===== config.mk =====
export PLATFORM = sky130hd
export DESIGN_NAME = instr_fetch_unit
export DESIGN_NICKNAME = d
export VERILOG_FILES = /design/src/rtl/instr_fetch_unit.sv
export SDC_FILE = /design/constraint.sdc
export NUM_CORES = 1
export LEC_CHECK = 0
export BUFFER_PORTS_ARGS = -buffer_cell sky130_fd_sc_hd__buf_2
export CAP_MARGIN = 0
export CORE_UTILIZATION = 55
export CTS_CLUSTER_SIZE = 8
export DETAILED_ROUTE_END_ITERATION = 12
export PLACE_DENSITY = 0.91
export SYNTH_ARGS = -nofsm -noshare
export SYNTH_HDL_FRONTEND = slang
export SYNTH_SLANG_ARGS = --single-unit

===== constraint.sdc =====
create_clock -name clk -period 4.5 [get_ports clk]
set_input_delay 0.675 -clock clk [delete_from_list [all_inputs] [get_ports clk]]
set_output_delay 0.675 -clock clk [all_outputs]
set_load 0.05 [all_outputs]

===== src/rtl/instr_fetch_unit.sv =====
// instr_fetch_unit: frost32 instruction fetch stage.
// Issues one word fetch at a time over a req/ack port, queues {pc, instr} in a small
// in-order buffer for the decoder, halts after handing off a stalling instruction until
// resume, and flushes/restarts on redirect.
// Build option: define FETCH_PREFETCH_BUF_EN for a 2-entry buffer (default: 1 entry).
module instr_fetch_unit #(
   parameter logic [31:0] RESET_PC = 32'h0000_0000
) (
   input  logic        clk,
   input  logic        rst,
   output logic        mem_req,
   output logic [31:0] mem_addr,
   input  logic        mem_ack,
   input  logic [31:0] mem_rdata,
   output logic        out_valid,
   output logic [31:0] out_instr,
   output logic [31:0] out_pc,
   input  logic        out_ready,
   input  logic        dec_causes_stall,
   input  logic        resume,
   input  logic        redirect,
   input  logic [31:0] redirect_pc
);

`ifdef FETCH_PREFETCH_BUF_EN
   localparam int unsigned Depth = 2;
`else
   localparam int unsigned Depth = 1;
`endif
   localparam int unsigned CntW = $clog2(Depth + 1);

   localparam logic [1:0] StIdle        = 2'd0;
   localparam logic [1:0] StWaitAck     = 2'd1;
   localparam logic [1:0] StWaitDiscard = 2'd2;

   localparam logic [31:0] ResetPcAligned = {RESET_PC[31:2], 2'b00};

   logic [1:0]      state_q, state_d;
   logic [31:0]     pc_q, pc_d;
   logic            req_q, req_d;
   logic [31:0]     addr_q, addr_d;
   logic            halted_q, halted_d;
   logic            valid_q;
   logic [CntW-1:0] count_q, count_d;
   logic [CntW-1:0] fill;
   logic [31:0]     buf_pc_q    [Depth];
   logic [31:0]     buf_pc_d    [Depth];
   logic [31:0]     buf_instr_q [Depth];
   logic [31:0]     buf_instr_d [Depth];

   logic xfer, push, space_ok, issue;
   logic unused_redirect_lsb;

   assign unused_redirect_lsb = ^redirect_pc[1:0];

   assign xfer = valid_q && out_ready;
   assign push = (state_q == StWaitAck) && mem_ack && !redirect;

`ifdef FETCH_PREFETCH_BUF_EN
   assign space_ok = (count_q != CntW'(Depth));
`else
   // Single holding register: refill only behind a word leaving this cycle.
   assign space_ok = (count_q == '0) || xfer;
`endif

   assign issue = (state_q == StIdle) && !halted_q && !redirect && space_ok;

   // Fetch FSM: issue, wait for ack, or wait out a request made stale by redirect.
   always_comb begin
      state_d = state_q;
      req_d   = req_q;
      addr_d  = addr_q;
      pc_d    = pc_q;
      case (state_q)
         StIdle: begin
            if (issue) begin
               state_d = StWaitAck;
               req_d   = 1'b1;
               addr_d  = pc_q;
               pc_d    = pc_q + 32'd4;
            end
         end
         StWaitAck: begin
            if (mem_ack) begin
               state_d = StIdle;
               req_d   = 1'b0;
            end else if (redirect) begin
               state_d = StWaitDiscard;
            end
         end
         StWaitDiscard: begin
            if (mem_ack) begin
               state_d = StIdle;
               req_d   = 1'b0;
            end
         end
         default: begin
            state_d = StIdle;
            req_d   = 1'b0;
         end
      endcase
      if (redirect) begin
         pc_d = {redirect_pc[31:2], 2'b00};
      end
   end

   // Halt flag: set by a stalling handoff, cleared by resume; redirect always clears.
   always_comb begin
      halted_d = halted_q;
      if (resume) begin
         halted_d = 1'b0;
      end
      if (xfer && dec_causes_stall) begin
         halted_d = 1'b1;
      end
      if (redirect) begin
         halted_d = 1'b0;
      end
   end

   // Buffer: entry 0 is always the head, so pops shift down and pushes fill the tail.
   always_comb begin
      buf_pc_d    = buf_pc_q;
      buf_instr_d = buf_instr_q;
      fill        = count_q;
      if (xfer) begin
         for (int i = 0; i < int'(Depth) - 1; i++) begin
            buf_pc_d[i]    = buf_pc_q[i + 1];
            buf_instr_d[i] = buf_instr_q[i + 1];
         end
         fill = count_q - CntW'(1);
      end
      count_d = fill;
      if (push) begin
         for (int i = 0; i < int'(Depth); i++) begin
            if (CntW'(i) == fill) begin
               buf_pc_d[i]    = addr_q;
               buf_instr_d[i] = mem_rdata;
            end
         end
         count_d = fill + CntW'(1);
      end
      if (redirect) begin
         count_d = '0;
      end
   end

   // Control and fetch-port state.
   always_ff @(posedge clk) begin
      if (rst) begin
         state_q  <= StIdle;
         pc_q     <= ResetPcAligned;
         req_q    <= 1'b0;
         addr_q   <= ResetPcAligned;
         halted_q <= 1'b0;
         count_q  <= '0;
         valid_q  <= 1'b0;
      end else begin
         state_q  <= state_d;
         pc_q     <= pc_d;
         req_q    <= req_d;
         addr_q   <= addr_d;
         halted_q <= halted_d;
         count_q  <= count_d;
         valid_q  <= (count_d != '0);
      end
   end

   // Buffer storage.
   always_ff @(posedge clk) begin
      if (rst) begin
         for (int i = 0; i < int'(Depth); i++) begin
            buf_pc_q[i]    <= '0;
            buf_instr_q[i] <= '0;
         end
      end else begin
         for (int i = 0; i < int'(Depth); i++) begin
            buf_pc_q[i]    <= buf_pc_d[i];
            buf_instr_q[i] <= buf_instr_d[i];
         end
      end
   end

   assign mem_req   = req_q;
   assign mem_addr  = addr_q;
   assign out_valid = valid_q;
   assign out_pc    = buf_pc_q[0];
   assign out_instr = buf_instr_q[0];

endmodule


==> results.md <==
- DRT Wirelength: approximately 13000 um
- Wire length per cell: around 15 um
- Vias in the first global route: 4721
- PwrDens: between 500 and 600 mW/mm^2
- Main combinational cell family by area after synthesis: simple AND/OR/NAND/NOR gates
- Post-Synthesis Cells: between 600 and 700
- CP Launch Type: primary input
- Worst path required time: 4.85 ns
- Setup TNS: 0 ns
- Diode count: 0
- Post-Synth Adder-Cell Area: ~1.4%
- Post-synthesis compound-gate area fraction: 12.31%
- Avg Synthesized Cell Area: 8.750 sq um
- Starting Density: 56.83%
- Grt total ovfl: 0
- Placer Congestion: 0.8337
- Maximum root-to-sink buffer count: 2
- Vias per cell: about 5.7
- Area growth syn-to-layout: 28.27%
- First-pass GRT wire length: about 21000 um
- DPL Wire Length: 8563 um
- DP Cell Count: 856
- Multiplexer share of the synthesized area: 12.54%
- Class of the most critical hold timing path: in -> reg
- Hold buffer count at CTS: 0
- WS Path Type: in -> reg
- Clock latency on the worst-skew pair: 0.51 ns
- Post-synthesis simple-gate area fraction: roughly a fifth
- Count of unique library cells instantiated by Yosys: 45
- Fmax: 384.3 MHz
- Fin. Hold Viols: 0
- Final Max Slew Viols: 0
- Worst Max-Slew Pin Slew: 1.079 ns
- Largest net degree at the start of global routing: 86
- CP Data Arrival Time: 2.96 ns
- Post-CTS Setup Bufs: 0
- Slew headroom: 28.06%
- Leakage power total: 0.002852 uW
- Post-route cell area: approximately 0.0068 sq mm
- CTS tree: built
- Clk_skew: 0.007978 ns
- Resized cells post-CTS: 0
- Top-count cell post-synth: dfxtp_1
- Non-filler cells, final: slightly below 900
- CP endpoint kind: flip-flop
- Fin crit period: 2.602 ns
- Total CTS buffers: 17
- Initial antenna violation count: 1
- Yosys Warn Count: 0
- Layout cells sized above 1: 27.04%
- Async set-or-reset flop fraction in the synthesized netlist: 0%
- IR drop worst, VDD: 313.8 uV
- Post-synth top cells: 127 x dfxtp_1, 82 x nand2_1, 75 x nor2_1, 65 x mux2i_1, 57 x a21oi_1
- Share of the synthesized area in the top cell type: 48.19%
- Unrepaired setup endpoints after global routing: false
- Ranking of synthesized cells by area: dfxtp_1 48%, mux2i_1 12%, nand2_1 5.8%
- Cell area after synthesis: 0.005276 sq mm
- IO buf count: 162
- Drt initial violations: 294
- IO Pins: 169
- Flip-flop and latch count after synthesis: 127
- Final setup fails: 0
- Htree depth: 4
- Row count: 35
- Core Box Area: around 0.0093 sq mm
- Total of max-cap violations: 0
- Top FF cell, synth: dfxtp_1
- XOR/XNOR share of the synthesized area: 0.9960%
- Register area share after synthesis: about half
- GRT Resource Usage Total: 26.76%
- Dpl cell area: 0.006130 sq mm
- Area of the die: 0.009989 sq mm
- CTS clk-pin slew, worst paths: approximately 0.060 ns
- Number of iterations in the first detailed-routing pass: 5
- Post-synth EDFFs: 0
- Post-route ant nets: 0
- Synth area leader: dfxtp_1
- DRC viols: 0
- Die H: 99.95 um
- Die Wd: 99.95 um
- Status: completed
- Clock root cell: clkbuf_8
- Final Cycle Share: 57.82%
- Crit path max fanout: 62
- Detailed-route via count: 5025
- Sink Count: 127
- Nets: slightly above 800
[where the power goes]
group	total, uW	switching [uW]	leakage [uW]	internal [uW]
sequential	1270	67.3	0.00103	1200
clock	1480	506	0.000309	973
combinational	660	460	0.00151	200
total	3410	1030	0.00285	2370
[registers in the layout (all words and copies together) (netlist names)]
| signal | count |
|---|---|
| count_q | 1 |
| halted_q | 1 |
| mem_addr | 30 |
| mem_req | 1 |
| out_instr | 32 |
| out_pc | 30 |
| pc_q | 30 |
| state_q | 2 |
[layout make-up]
cell class                 count  area, sq um
sequential                   127         2542
multi-input combinational    423         2534
fill                         697         2516
timing repair buffer         168        858.3
clock buffer                  19        431.7
clock inverter                12        206.4
tap                          129        161.4
inverter                       9        33.78
[cell usage in the layout (no fill, tap or decap), types with 4 or more instances in the layout]
master	n
and3_1	10
buf_2	161
conb_1	4
xor2_1	4
nand4_1	9
a21oi_1	57
nor3_1	11
nand2_1	82
inv_1	9
and2_1	6
a32oi_1	4
o211ai_1	8
nand3_1	11
bufinv_16	5
o22ai_1	6
clkbuf_16	16
buf_4	7
or3_1	5
nor2_1	75
a31oi_1	16
and4_1	5
dfxtp_1	127
mux2i_1	65
o21ai_0	7
ha_1	5
[routing by layer]
metal  track usage, %  wire length (um)
met5                0                16
met4            11.20               279
met3            5.710               831
met2            47.06              6652
met1            31.58              5638
[stage by stage]
stage / worst slack (ns) / hold WS (ns) / utilization, % / total power, uW
2_1_floorplan: 1.590 / 0.4485 / - / 1767
3_3_place_gp: 1.522 / 0.4579 / 66.02 / 1908
3_5_place_dp: 1.391 / 0.4618 / 66.02 / 1939
4_1_cts: 1.906 / 0.3951 / 72.90 / 3408
5_1_grt: 1.745 / 0.4037 / 72.90 / 3515
6_report: 1.898 / 0.4009 / 72.90 / 3406
[worst paths after layout]
kind,startpoint,endpoint,slack [ns],cells after the start
max,redirect,out_pc[27]$_SDFFE_PP0P_,1.90,6
min,mem_rdata[1],out_instr[1]$_SDFFE_PP0P_,0.40,3
max reg2reg,state_q[1]$_SDFFE_PP0P_,pc_q[18]$_SDFFE_PP0P_,2.12,8
min reg2reg,mem_addr[6]$_SDFFE_PP0P_,mem_addr[6]$_SDFFE_PP0P_,0.47,2
[worst max-delay path: stages]
cell and delay [ns]:
buf_2 0.11, inv_1 0.60, and3_1 0.31, ha_4 0.84, mux2i_1 0.28, nor2_1 0.07
[kinds of logic after synthesis]
kind of cell / Yosys count
simple gates: 231
compound gates: 110
flops: 127
other cells: 1
buf+inv: 56
mux: 66
xor+xnor: 6
fa+ha+maj: 6
Note: power is estimated with default switching activity, not from simulation.
